--- src/rtl/interrupt_controller.sv ---
// Latches, masks and prioritises NUM_SRC interrupt lines plus an interval timer; irq_out/irq_any lag PENDING by one clk.
// reg_rdata loads one clk after a clk_en read and holds; no backpressure, every clk_en access completes.
module interrupt_controller #(
  parameter int NUM_SRC     = 16,
  parameter int TIMER_SRC   = 0,
  parameter int SYNC_STAGES = 2
) (
  input  logic               clk,
  input  logic               rst_n,
  input  logic               clk_en,
  input  logic [NUM_SRC-1:0] src,
  input  logic [2:0]         reg_addr,
  input  logic               reg_we,
  input  logic               reg_re,
  input  logic [31:0]        reg_wdata,
  output logic [31:0]        reg_rdata,
  input  logic               ack_valid,
  input  logic [3:0]         ack_id,
  output logic [NUM_SRC-1:0] irq_out,
  output logic               irq_any
);

  localparam logic [2:0] A_PENDING     = 3'd0;
  localparam logic [2:0] A_MASK        = 3'd1;
  localparam logic [2:0] A_EDGE_SEL    = 3'd2;
  localparam logic [2:0] A_TIMER_LOAD  = 3'd3;
  localparam logic [2:0] A_TIMER_COUNT = 3'd4;
  localparam logic [2:0] A_TIMER_CTRL  = 3'd5;
  localparam logic [2:0] A_HIGHEST     = 3'd6;
  localparam logic [2:0] A_SW_SET      = 3'd7;
  localparam int         PAD           = 32 - NUM_SRC;

  typedef enum logic {T_IDLE, T_RUN} timer_state_t;

  logic [NUM_SRC-1:0] sync_q [SYNC_STAGES];
  logic [NUM_SRC-1:0] src_lvl, src_prev, src_rise, edge_cap;
  logic [NUM_SRC-1:0] pending, mask, edge_sel, pend_set, pend_clr, pend_masked, wdata_src;
  logic [31:0]        timer_load, timer_count, rd_val;
  logic               timer_en, timer_per, timer_evt, wr_en, rd_en, ctrl_wr, hi_vld;
  logic [3:0]         hi_idx;
  timer_state_t       timer_state;

  assign src_lvl     = sync_q[SYNC_STAGES-1];
  assign src_rise    = src_lvl & ~src_prev;
  assign wr_en       = clk_en & reg_we;
  assign rd_en       = clk_en & reg_re;
  assign ctrl_wr     = wr_en && (reg_addr == A_TIMER_CTRL);
  assign wdata_src   = reg_wdata[NUM_SRC-1:0];
  assign pend_masked = pending & mask;
  // A CTRL write in the same cycle takes priority over an expiry.
  assign timer_evt   = clk_en && !ctrl_wr && (timer_state == T_RUN) && (timer_count == 32'd1);

  // Synchroniser and edge capture run every clk so edges between clk_en pulses are kept.
  always_ff @(posedge clk or negedge rst_n) begin
    if (!rst_n) begin
      for (int i = 0; i < SYNC_STAGES; i++) sync_q[i] <= '0;
      src_prev <= '0;
      edge_cap <= '0;
    end else begin
      sync_q[0] <= src;
      for (int i = 1; i < SYNC_STAGES; i++) sync_q[i] <= sync_q[i-1];
      src_prev <= src_lvl;
      edge_cap <= clk_en ? '0 : (edge_cap | src_rise);
    end
  end

  always_comb begin
    pend_clr = '0;
    pend_set = (edge_sel & (edge_cap | src_rise)) | (~edge_sel & src_lvl);
    if (wr_en && reg_addr == A_PENDING) pend_clr = wdata_src;
    if (ack_valid) begin
      for (int i = 0; i < NUM_SRC; i++)
        if (ack_id == 4'(i)) pend_clr[i] = 1'b1;
    end
    if (timer_evt) pend_set[TIMER_SRC] = 1'b1;
    if (wr_en && reg_addr == A_SW_SET) pend_set = pend_set | wdata_src;
  end

  always_comb begin
    hi_vld = |pend_masked;
    hi_idx = 4'd0;
    for (int i = NUM_SRC - 1; i >= 0; i--)
      if (pend_masked[i]) hi_idx = 4'(i);
  end

  always_comb begin
    rd_val = 32'd0;
    case (reg_addr)
      A_PENDING:     rd_val = {{PAD{1'b0}}, pending};
      A_MASK:        rd_val = {{PAD{1'b0}}, mask};
      A_EDGE_SEL:    rd_val = {{PAD{1'b0}}, edge_sel};
      A_TIMER_LOAD:  rd_val = timer_load;
      A_TIMER_COUNT: rd_val = timer_count;
      A_TIMER_CTRL:  rd_val = {30'd0, timer_per, timer_en};
      A_HIGHEST:     rd_val = {hi_vld, 27'd0, hi_idx};
      default:       rd_val = 32'd0;
    endcase
  end

  always_ff @(posedge clk or negedge rst_n) begin
    if (!rst_n) begin
      pending     <= '0;
      mask        <= '0;
      edge_sel    <= '0;
      timer_load  <= 32'd0;
      timer_count <= 32'd0;
      timer_en    <= 1'b0;
      timer_per   <= 1'b0;
      timer_state <= T_IDLE;
      reg_rdata   <= 32'd0;
      irq_out     <= '0;
      irq_any     <= 1'b0;
    end else begin
      irq_out <= pend_masked;
      irq_any <= hi_vld;
      if (clk_en) begin
        pending <= (pending & ~pend_clr) | pend_set;
        if (rd_en) reg_rdata <= rd_val;
        if (wr_en) begin
          case (reg_addr)
            A_MASK:       mask       <= wdata_src;
            A_EDGE_SEL:   edge_sel   <= wdata_src;
            A_TIMER_LOAD: timer_load <= reg_wdata;
            default: ;
          endcase
        end
        if (ctrl_wr) begin
          timer_en  <= reg_wdata[0];
          timer_per <= reg_wdata[1];
          if (reg_wdata[0] && timer_load != '0) begin
            timer_state <= T_RUN;
            timer_count <= timer_load;
          end else begin
            timer_state <= T_IDLE;
          end
        end else if (timer_state == T_RUN) begin
          if (timer_count == 32'd1) begin
            if (timer_per && timer_load != '0) begin
              timer_count <= timer_load;
            end else begin
              timer_count <= 32'd0;
              timer_en    <= 1'b0;
              timer_state <= T_IDLE;
            end
          end else if (timer_count != '0) begin
            timer_count <= timer_count - 32'd1;
          end else begin
            timer_state <= T_IDLE;
          end
        end
      end
    end
  end

endmodule

--- config.mk ---
export PLATFORM = sky130hd
export DESIGN_NAME = interrupt_controller
export DESIGN_NICKNAME = d
export VERILOG_FILES = /design/src/rtl/interrupt_controller.sv
export SDC_FILE = /design/constraint.sdc
export NUM_CORES = 1
export LEC_CHECK = 0
export CORE_MARGIN = 1
export CORE_UTILIZATION = 45
export CTS_CLUSTER_SIZE = 10
export DETAILED_ROUTE_END_ITERATION = 8
export PLACE_DENSITY = 0.76
export SKIP_LAST_GASP = 1
export SLEW_MARGIN = 20
export SYNTH_ARGS = -nofsm -noshare
export SYNTH_HDL_FRONTEND = slang
export SYNTH_SLANG_ARGS = --single-unit
export TNS_END_PERCENT = 10
--- constraint.sdc ---
create_clock -name clk -period 4.75 [get_ports clk]
set_clock_uncertainty 0.1 [all_clocks]
set_input_delay 0.95 -clock clk [delete_from_list [all_inputs] [get_ports clk]]
set_output_delay 0.95 -clock clk [all_outputs]
set_load 0.005 [all_outputs]
==> results.md, run 1 <==
- Count of warnings emitted by yosys: 0
- Synth Register Bits: 228
- Num CTS Buffers: 27
- Fraction of layout cells with a size suffix above 1: 11.8%
- Max Cap Violations: 0
- CTS Root Cell: clkbuf_16
- Met3 Wirelength: 2810 um
- DP HPWL: 19200 um
- Worst-path fanout max: 32
- Nets@finish: 1128
- WP buf/inv: 0
- Post-synthesis cell area: 0.0101 mm2
- CTS tree: done
- Leak: 5.16 nW
- Highest Signal Layer: met4
- Status: complete, but fails checks
- Post-Syn Instances: 960
- Ranking of synthesized cells by area: dfrtp_1, mux2_2, o21ai_0, nand2_1, mux2i_1
- Critical Path AT: 3810 ps
- Setup TNS Final: 0 ps
- Netlist cell types: 51
- Worst rel slew slack: 27.4%
- Mean Syn Cell Area: 10.6 um2
- Per-cell routed wire length: 20.4 um
- Syn_nets: 1023
- Via density: 6.05
- Final Util: 56.0%
- # clock sinks: 228
- Final Instance Count excl. Fillers: 1352
- Die Ht: 152 um
- Die width: 152 um
- Max Clk Rate: 289 MHz
- Routed wl met2: 11900 um
- Area leader, netlist: dfrtp_1
- CP max-delay cell: o21ai_4
- Overall routing resource usage: 24.0%
- Top-count cell post-synth: dfrtp_1
- WL final: 27600 um
- Final Hold Vio Count: 0
- Data required, critical path: 5110 ps
- Crit path max-delay family: simple AND/OR/NAND/NOR gates
- Row cnt: 54
- Net switching power: 1.60 mW
- Hold Path Class: reg -> reg
- Die area: 0.0232 mm2
- CP Launch Type: flop
- P&R area growth vs syn: 21.1%
- Logic pwr share: 18.6%
- Placed Area: 0.0115 mm2
- Dpl ws: 1160 ps
- Global-route wire length before repair: 43900 um
- Final ANT Viol Nets: 0
- Fin. max-slew vios: 0
- Internal power: 3.78 mW
- Design area: 0.0123 mm2
- Initial core utilization: 46.2%
- Post-route setup slack: 1290 ps
- Ys flop type: dfrtp_1
- Worst path cell trace: or3_4 > or4_1 > or4_4 > o21ai_4 > a22oi_1 > o2bb2ai_1
- Number of cells after detailed placement: 1316
- Post-CTS resize count: 0
- Async set or reset register ratio after synthesis: 100%
- Drt drc: 11
- Top post-synthesis cells by count: dfrtp_1, o21ai_0, nand2_1
- H-tree Lvls: 1
- CP startpoint: timer_count[9]
- Period minus WS final: 3460 ps
- GPL Wtd Cong: 0.908
- DRT Pass-1 Iters: 8
- Largest net degree at the start of global routing: 116
- Cell Pwr Density: 438 mW/mm2
- VDD IR-drop max: 0.266 mV
- Failing checks: design-rule violations
- Number of port buffers: 109
- Worst Max-Slew Pin Slew: 1090 ps
- CTS max path bufs: 3
- Sw Share: 29.7%
- Clock slew at reported path FFs: 60 ps
- Hold path start: sync_q[31]
- Clk network pwr share: 33.4%
- Post-synthesis sequential area ratio: 56.2%
- Number of synthesized flops with an enable pin: 0
- Routed met1 length: 12100 um
- Worst Setup Path Type: reg -> reg
- Final period util: 72.8%
- Critical Path Sink Type: flop
- Initial antenna violation count: 0
- Number of global-route vias before repair: 7762
- Worst r2r src: timer_count[9]
- Final setup violation count: 0
- Drt initial violations: 965
- RSZ-0062 raised after global routing: no
- Core ar.: 0.0220 mm2
- IO Count: 110
- Count of hold-fix buffers inserted at cts: 0
- Post-CTS setup buffer count: 0
- Via Count: 8182
- Ant. Diodes: 0
- Share of the synthesized area in the top cell type: 56.2%
- Grt total ovfl: 0
- Latest clock arrival within the worst-skew pair: 540 ps
- Seq pwr share: 48.0%
- CP peak stage delay: 720 ps
==> power groups by stage <==
stage,Sequential (mW),Clock (mW),Combinational [mW]
after floorplan,2.47,0,0.598
after global placement,2.59,0,0.968
after detailed placement,2.60,0,0.987
after CTS,2.57,1.84,0.994
after global routing,2.61,1.92,1.10
final,2.58,1.80,0.999
==> sequential cells by signal (all words and copies together) (netlist names) <==
register     flops
src_prev        16
reg_rdata       32
src_lvl         16
sync_q          16
timer_state      1
irq_any          1
timer_load      32
edge_sel        16
timer_en         1
timer_count     32
pending         16
mask            16
irq_out         16
edge_cap        16
timer_per        1
==> final cells by class <==
cell class	count	area [um2]
Timing Repair Buffer	129	1270
Multi-Input combinational cell	639	4070
Fill cell	1905	9670
Sequential cell	228	5710
Inverter	40	150
Tap cell	280	350
Clock inverter	2	25.0
Clock buffer	34	722
==> worst paths after layout <==
kind                                        end  slack, ps  cells after the start
max in group asynchronous            sync_q[19]       3140                      2
worst max register to register  timer_count[13]       1290                      6
worst max-delay path            timer_count[13]       1290                      6
worst min-delay path                src_lvl[15]        240                      0
worst min register to register      src_lvl[15]        240                      0
min in group asynchronous            sync_q[29]        400                      1
==> metrics by stage <==
stage | hold WS [ps] | power (mW)
2_1_floorplan | 231 | 3.07
3_3_place_gp | 232 | 3.55
3_5_place_dp | 235 | 3.59
4_1_cts | 244 | 5.40
5_1_grt | 253 | 5.62
6_report | 241 | 5.38
==> cell usage in the layout, fill, tap and decap left out, types with 2 or more instances in the layout <==
| master | n |
|---|---|
| clkbuf_16 | 27 |
| nor3_1 | 22 |
| a22oi_1 | 31 |
| nand3_1 | 11 |
| nand2_1 | 97 |
| o2bb2ai_1 | 18 |
| nor4_1 | 20 |
| a221o_1 | 2 |
| nor2_1 | 61 |
| a211oi_1 | 10 |
| nand2b_1 | 3 |
| o22ai_1 | 6 |
| a311oi_1 | 2 |
| buf_4 | 18 |
| mux2i_1 | 28 |
| o21bai_1 | 2 |
| o21ai_1 | 6 |
| a222oi_1 | 15 |
| clkbuf_8 | 2 |
| ha_1 | 2 |
| a31oi_1 | 5 |
| clkdlybuf4s50_1 | 108 |
| nand3b_1 | 2 |
| or4_1 | 2 |
| clkbuf_1 | 5 |
| a221oi_1 | 2 |
| o211ai_1 | 2 |
| and2_1 | 5 |
| nand4_1 | 5 |
| mux2_2 | 66 |
| a32oi_1 | 17 |
| dfrtp_1 | 228 |
| o21ai_0 | 129 |
| inv_1 | 40 |
| o31ai_1 | 2 |
| or3_1 | 2 |
| buf_12 | 2 |
| nor4b_1 | 2 |
| a21oi_1 | 46 |
| or2_2 | 2 |
==> metal layers <==
layer,global-route usage [%],vias up
met5,0,-
met4,8.21,0
met3,5.26,58
met2,34.6,430
met1,35.5,3961
li1,-,3733
==> logic make-up (layout without fill, tap and decap cells) <==
group	after synthesis	in the layout	synth area share, %
simple gates	241	241	10.8
mux	95	95	10.3
compound gates	301	301	18.7
buf+inv	93	205	3.74
flops	228	228	56.2
fa+ha+maj	2	2	0.247
Note: power is estimated with default switching activity, not from simulation.
==> run 2: changes to the inputs <==
- PLACE_DENSITY: 0.76 -> 0.78
- clock period: 4.75 -> 3.1 ns (I/O delays scaled with it)
==> results.md, run 2 (synthesized netlist as in run 1, its figures left out) <==
- Ant. Diodes: 0
- Cell Pwr Density: 668 mW/mm2
- Critical Path AT: 3330 ps
- Overall routing resource usage: 25.2%
- Max Clk Rate: 336 MHz
- GR Layer Usage met2: 37.2%
- Hold path start: sync_q[19]
- Worst-path fanout max: 13
- Via Count: 8417
- Global-route wire length before repair: 46300 um
- Placed Area: 0.0117 mm2
- Period minus WS final: 2980 ps
- Worst r2r src: timer_count[9]
- Top Usage Layer GRT: met1
- Number of port buffers: 109
- Largest net degree at the start of global routing: 76
- Final ANT Viol Nets: 0
- Final Instance Count excl. Fillers: 1374
- Die area: 0.0232 mm2
- GPL Wtd Cong: 0.965
- Row cnt: 54
- Die Ht: 152 um
- Final Hold Vio Count: 0
- VDD IR-drop max: 0.482 mV
- Commonest non-fill, non-tap cell in the layout: dfrtp_1
- Met1 usage: 37.4%
- Final period util: 96.1%
- WHS Path Cells: 0
- DRT Pass-1 Iters: 8
- Clock slew at reported path FFs: 50 ps
- Num CTS Buffers: 27
- Tot Pwr: 8.36 mW
- CTS max path bufs: 3
- IO Count: 110
- Worst rel slew slack: 33.3%
- Setup TNS Final: 0 ps
- Critical Path Sink Type: flop
- Grt total ovfl: 0
- CTS Root Cell: clkbuf_16
- Worst Max-Slew Pin Slew: 998 ps
- Via density: 6.13
- Final setup violation count: 0
- Latest clock arrival within the worst-skew pair: 540 ps
- CTS tree: done
- Initial core utilization: 46.2%
- Die width: 152 um
- Core ar.: 0.0220 mm2
- Max Cap Violations: 0
- Worst reg2reg path endpoint: timer_count[20]
- DP HPWL: 20500 um
- GR Layer Usage met3: 5.06%
- Worst hold slack: 248 ps
- Commonest non-fill, non-tap cells in the layout: dfrtp_1, o21ai_0, clkdlybuf4s50_1, nand2_1, mux2_2
- P&R area growth vs syn: 23.3%
- WL final: 28400 um
- Hold Path Class: reg -> reg
- Per-cell routed wire length: 20.6 um
- Number of cells after detailed placement: 1339
- Drt drc: 11
- Drt initial violations: 1021
- H-tree Lvls: 1
- Final Util: 57.0%
- Nets@finish: 1152
- RSZ-0062 raised after global routing: no
- Number of global-route vias before repair: 8170
- # clock sinks: 228
- Worst Setup Path Type: reg -> reg
- Failing checks: design-rule violations
- Design area: 0.0125 mm2
- Leak: 5.30 nW
- Initial antenna violation count: 1
- Biggest regs: reg_rdata (32), timer_count (32), timer_load (32)
- Fraction of layout cells with a size suffix above 1: 13.8%
- Post-route setup slack: 120 ps
- FF-to-FF setup slack: 120 ps
- Worst Reg-to-Reg Cells: 7
- Fin. max-slew vios: 0
- Hold Path Sink: src_lvl[3]
- Status: complete, but fails checks
- Data required, critical path: 3450 ps
- Dpl ws: 151 ps
- CP Launch Type: flop
## run 2: repair_timing
action / in CTS / in global routing
hold endpoints to repair: 70 / 0
hold buffers: 1 / 0
gates resized for setup: 0 / 1
setup buffers: 0 / 0
endpoints found under the setup margin: 0 / 2
## run 2: how the worst max path moves through the flow
stage,cells after the start,slack [ps],endpoint,startpoint
after floorplan,8,380,timer_count[2],timer_count[9]
after detailed placement,7,150,timer_count[5],timer_count[9]
after global placement,6,190,reg_rdata[0],reg_addr[2]
final,7,120,timer_count[20],timer_count[9]
after global routing,7,10,timer_count[18],timer_count[9]
after CTS,7,150,timer_count[5],timer_count[9]
## run 2: power breakdown
part | total, mW | leakage [nW] | internal [mW] | switching, mW
logic | 1.60 | 2.14 | 0.781 | 0.820
clock network | 2.81 | 0.371 | 1.66 | 1.15
registers | 3.95 | 2.79 | 3.43 | 0.516
## run 2: per-layer routing
layer	share of wire [%]	vias up
li1	-	3773
met1	45	4156
met2	44	433
met3	8.8	55
met4	2.4	0
met5	0	-
## run 2: final cells by class
type,instances,area [um2]
Sequential cell,228,5710
Clock buffer,31,701
Tap cell,280,350
Fill cell,1832,9450
Inverter,40,150
Timing Repair Buffer,153,1480
Multi-Input combinational cell,639,4070
Clock inverter,3,55.1
## run 2: critical path: stages (launching register included)
cell and delay [ps]:
dfrtp_1 430, or3_4 420, or4_1 630, or4_4 590, o21ai_4 200, buf_4 230, a32oi_1 90, o22ai_1 190
==> run 3: changes to the inputs <==
- RECOVER_POWER: not set -> 100
- SETUP_SLACK_MARGIN: not set -> 0.4
==> results.md, run 3 (synthesized netlist as in run 1, its figures left out) <==
- Status: complete, but fails checks
- Failing checks: design-rule violations
- Die area: 0.0232 mm2
- Hold Path Class: reg -> reg
- P&R area growth vs syn: 25.1%
- Final period util: 91.3%
- Worst rel slew slack: 4.33%
- Cell Pwr Density: 659 mW/mm2
- Number of global-route vias before repair: 8121
- Core ar.: 0.0220 mm2
- VDD IR-drop max: 0.462 mV
- CTS tree: done
- CP Launch Type: flop
- Hold path start: sync_q[24]
- Worst Max-Slew Pin Slew: 1440 ps
- Tot Pwr: 8.37 mW
- Drt drc: 18
- Final ANT Viol Nets: 0
- GPL Wtd Cong: 0.962
- Period minus WS final: 2830 ps
- Worst Setup Path Type: reg -> reg
- Via Count: 8550
- Fraction of layout cells with a size suffix above 1: 14.7%
- CP startpoint: timer_count[14]
- Worst r2r src: timer_count[14]
- Via density: 6.17
- Initial core utilization: 46.2%
- DP HPWL: 20300 um
- H-tree Lvls: 1
- Number of port buffers: 109
- Setup TNS Final: 0 ps
- Overall routing resource usage: 25.3%
- Data required, critical path: 3430 ps
- Max Clk Rate: 353 MHz
- Final setup violation count: 0
- Grt total ovfl: 0
- WL final: 29500 um
- CTS max path bufs: 3
- Filler cells: 1801
- Commonest non-fill, non-tap cell in the layout: dfrtp_1
- IO Count: 110
- Worst-path fanout max: 9
- CTS Root Cell: clkbuf_16
- # clock sinks: 228
- Number of cells after detailed placement: 1332
- Latest clock arrival within the worst-skew pair: 530 ps
- Final Instance Count excl. Fillers: 1386
- Global-route wire length before repair: 46200 um
- Max Cap Violations: 0
- Clock slew at reported path FFs: 50 ps
- Nets@finish: 1161
- Placed Area: 0.0117 mm2
- Die width: 152 um
- Initial antenna violation count: 1
- Commonest non-fill, non-tap cells in the layout: dfrtp_1, o21ai_0, nand2_1, dlygate4sd3_1, mux2_2
- Design area: 0.0127 mm2
- Per-cell routed wire length: 21.3 um
- Drt initial violations: 844
- Biggest regs: reg_rdata (32), timer_count (32), timer_load (32)
- Final Hold Vio Count: 0
- Row cnt: 54
- Fin. max-slew vios: 0
- Critical Path AT: 3170 ps
- Leak: 5.47 nW
- RSZ-0062 raised after global routing: yes
- Num CTS Buffers: 27
- Critical Path Sink Type: flop
- Largest net degree at the start of global routing: 79
- Final Util: 57.8%
- Die Ht: 152 um
- DRT Pass-1 Iters: 8
## run 3: per-layer routing
layer	vias to the layer above	part of all wire [%]	routed length, um	GRT usage, %
met5	-	0	0	0
met3	76	9.8	2880	4.61
met4	0	3.2	949	8.55
met1	4166	43	12700	36.8
li1	3797	-	-	-
met2	511	44	13000	38.0
## run 3: cell type report
type / count / area (um2) / share of cell area, %
tap: 280 / 350 / 2.76
clock inverter: 1 / 8.76 / 0.0690
timing repair buffer: 162 / 1630 / 12.8
antenna: 1 / 2.50 / 0.0197
clock buffer: 35 / 746 / 5.87
inverter: 40 / 150 / 1.18
multi-input combinational: 639 / 4110 / 32.3
sequential: 228 / 5710 / 44.9
## run 3: power by group
part	leakage, nW	switching (mW)	internal, mW	total (mW)
Combinational	2.31	0.863	0.788	1.65
Clock	0.371	1.12	1.65	2.77
Sequential	2.79	0.515	3.43	3.95
## run 3: critical path: stages (launching register included)
cell and delay [ps]:
dfrtp_1 380, or3_4 400, or4_4 550, or4_1 520, o21ai_4 220, clkbuf_4 170
buf_6 130, a22oi_1 80, o21ai_0 180
## run 3: path summary, 6_finish.rpt
kind	to	slack, ps	cells after the start
max	timer_count[24]	270	8
min	src_lvl[8]	240	0
max reg2reg	timer_count[24]	270	8
min reg2reg	src_lvl[8]	240	0
max in group asynchronous	src_lvl[1]	870	3
min in group asynchronous	sync_q[29]	850	2
## run 3: repair_timing
action / 4_1_cts / 5_1_grt
pin swaps: 3 / 1
setup endpoints to repair: 32 / 32
hold buffers: 1 / 0
gates cloned: 1 / 3
hold endpoints to repair: 48 / 0
resized for setup: 4 / 9
setup buffers: 3 / 9
## run 3: stage by stage
step                hold slack (ps)  worst slack (ps)
floorplan                       224               393
global placement                232               184
detailed placement              235               148
CTS                             247               399
global route                    252               179
finish                          245               269
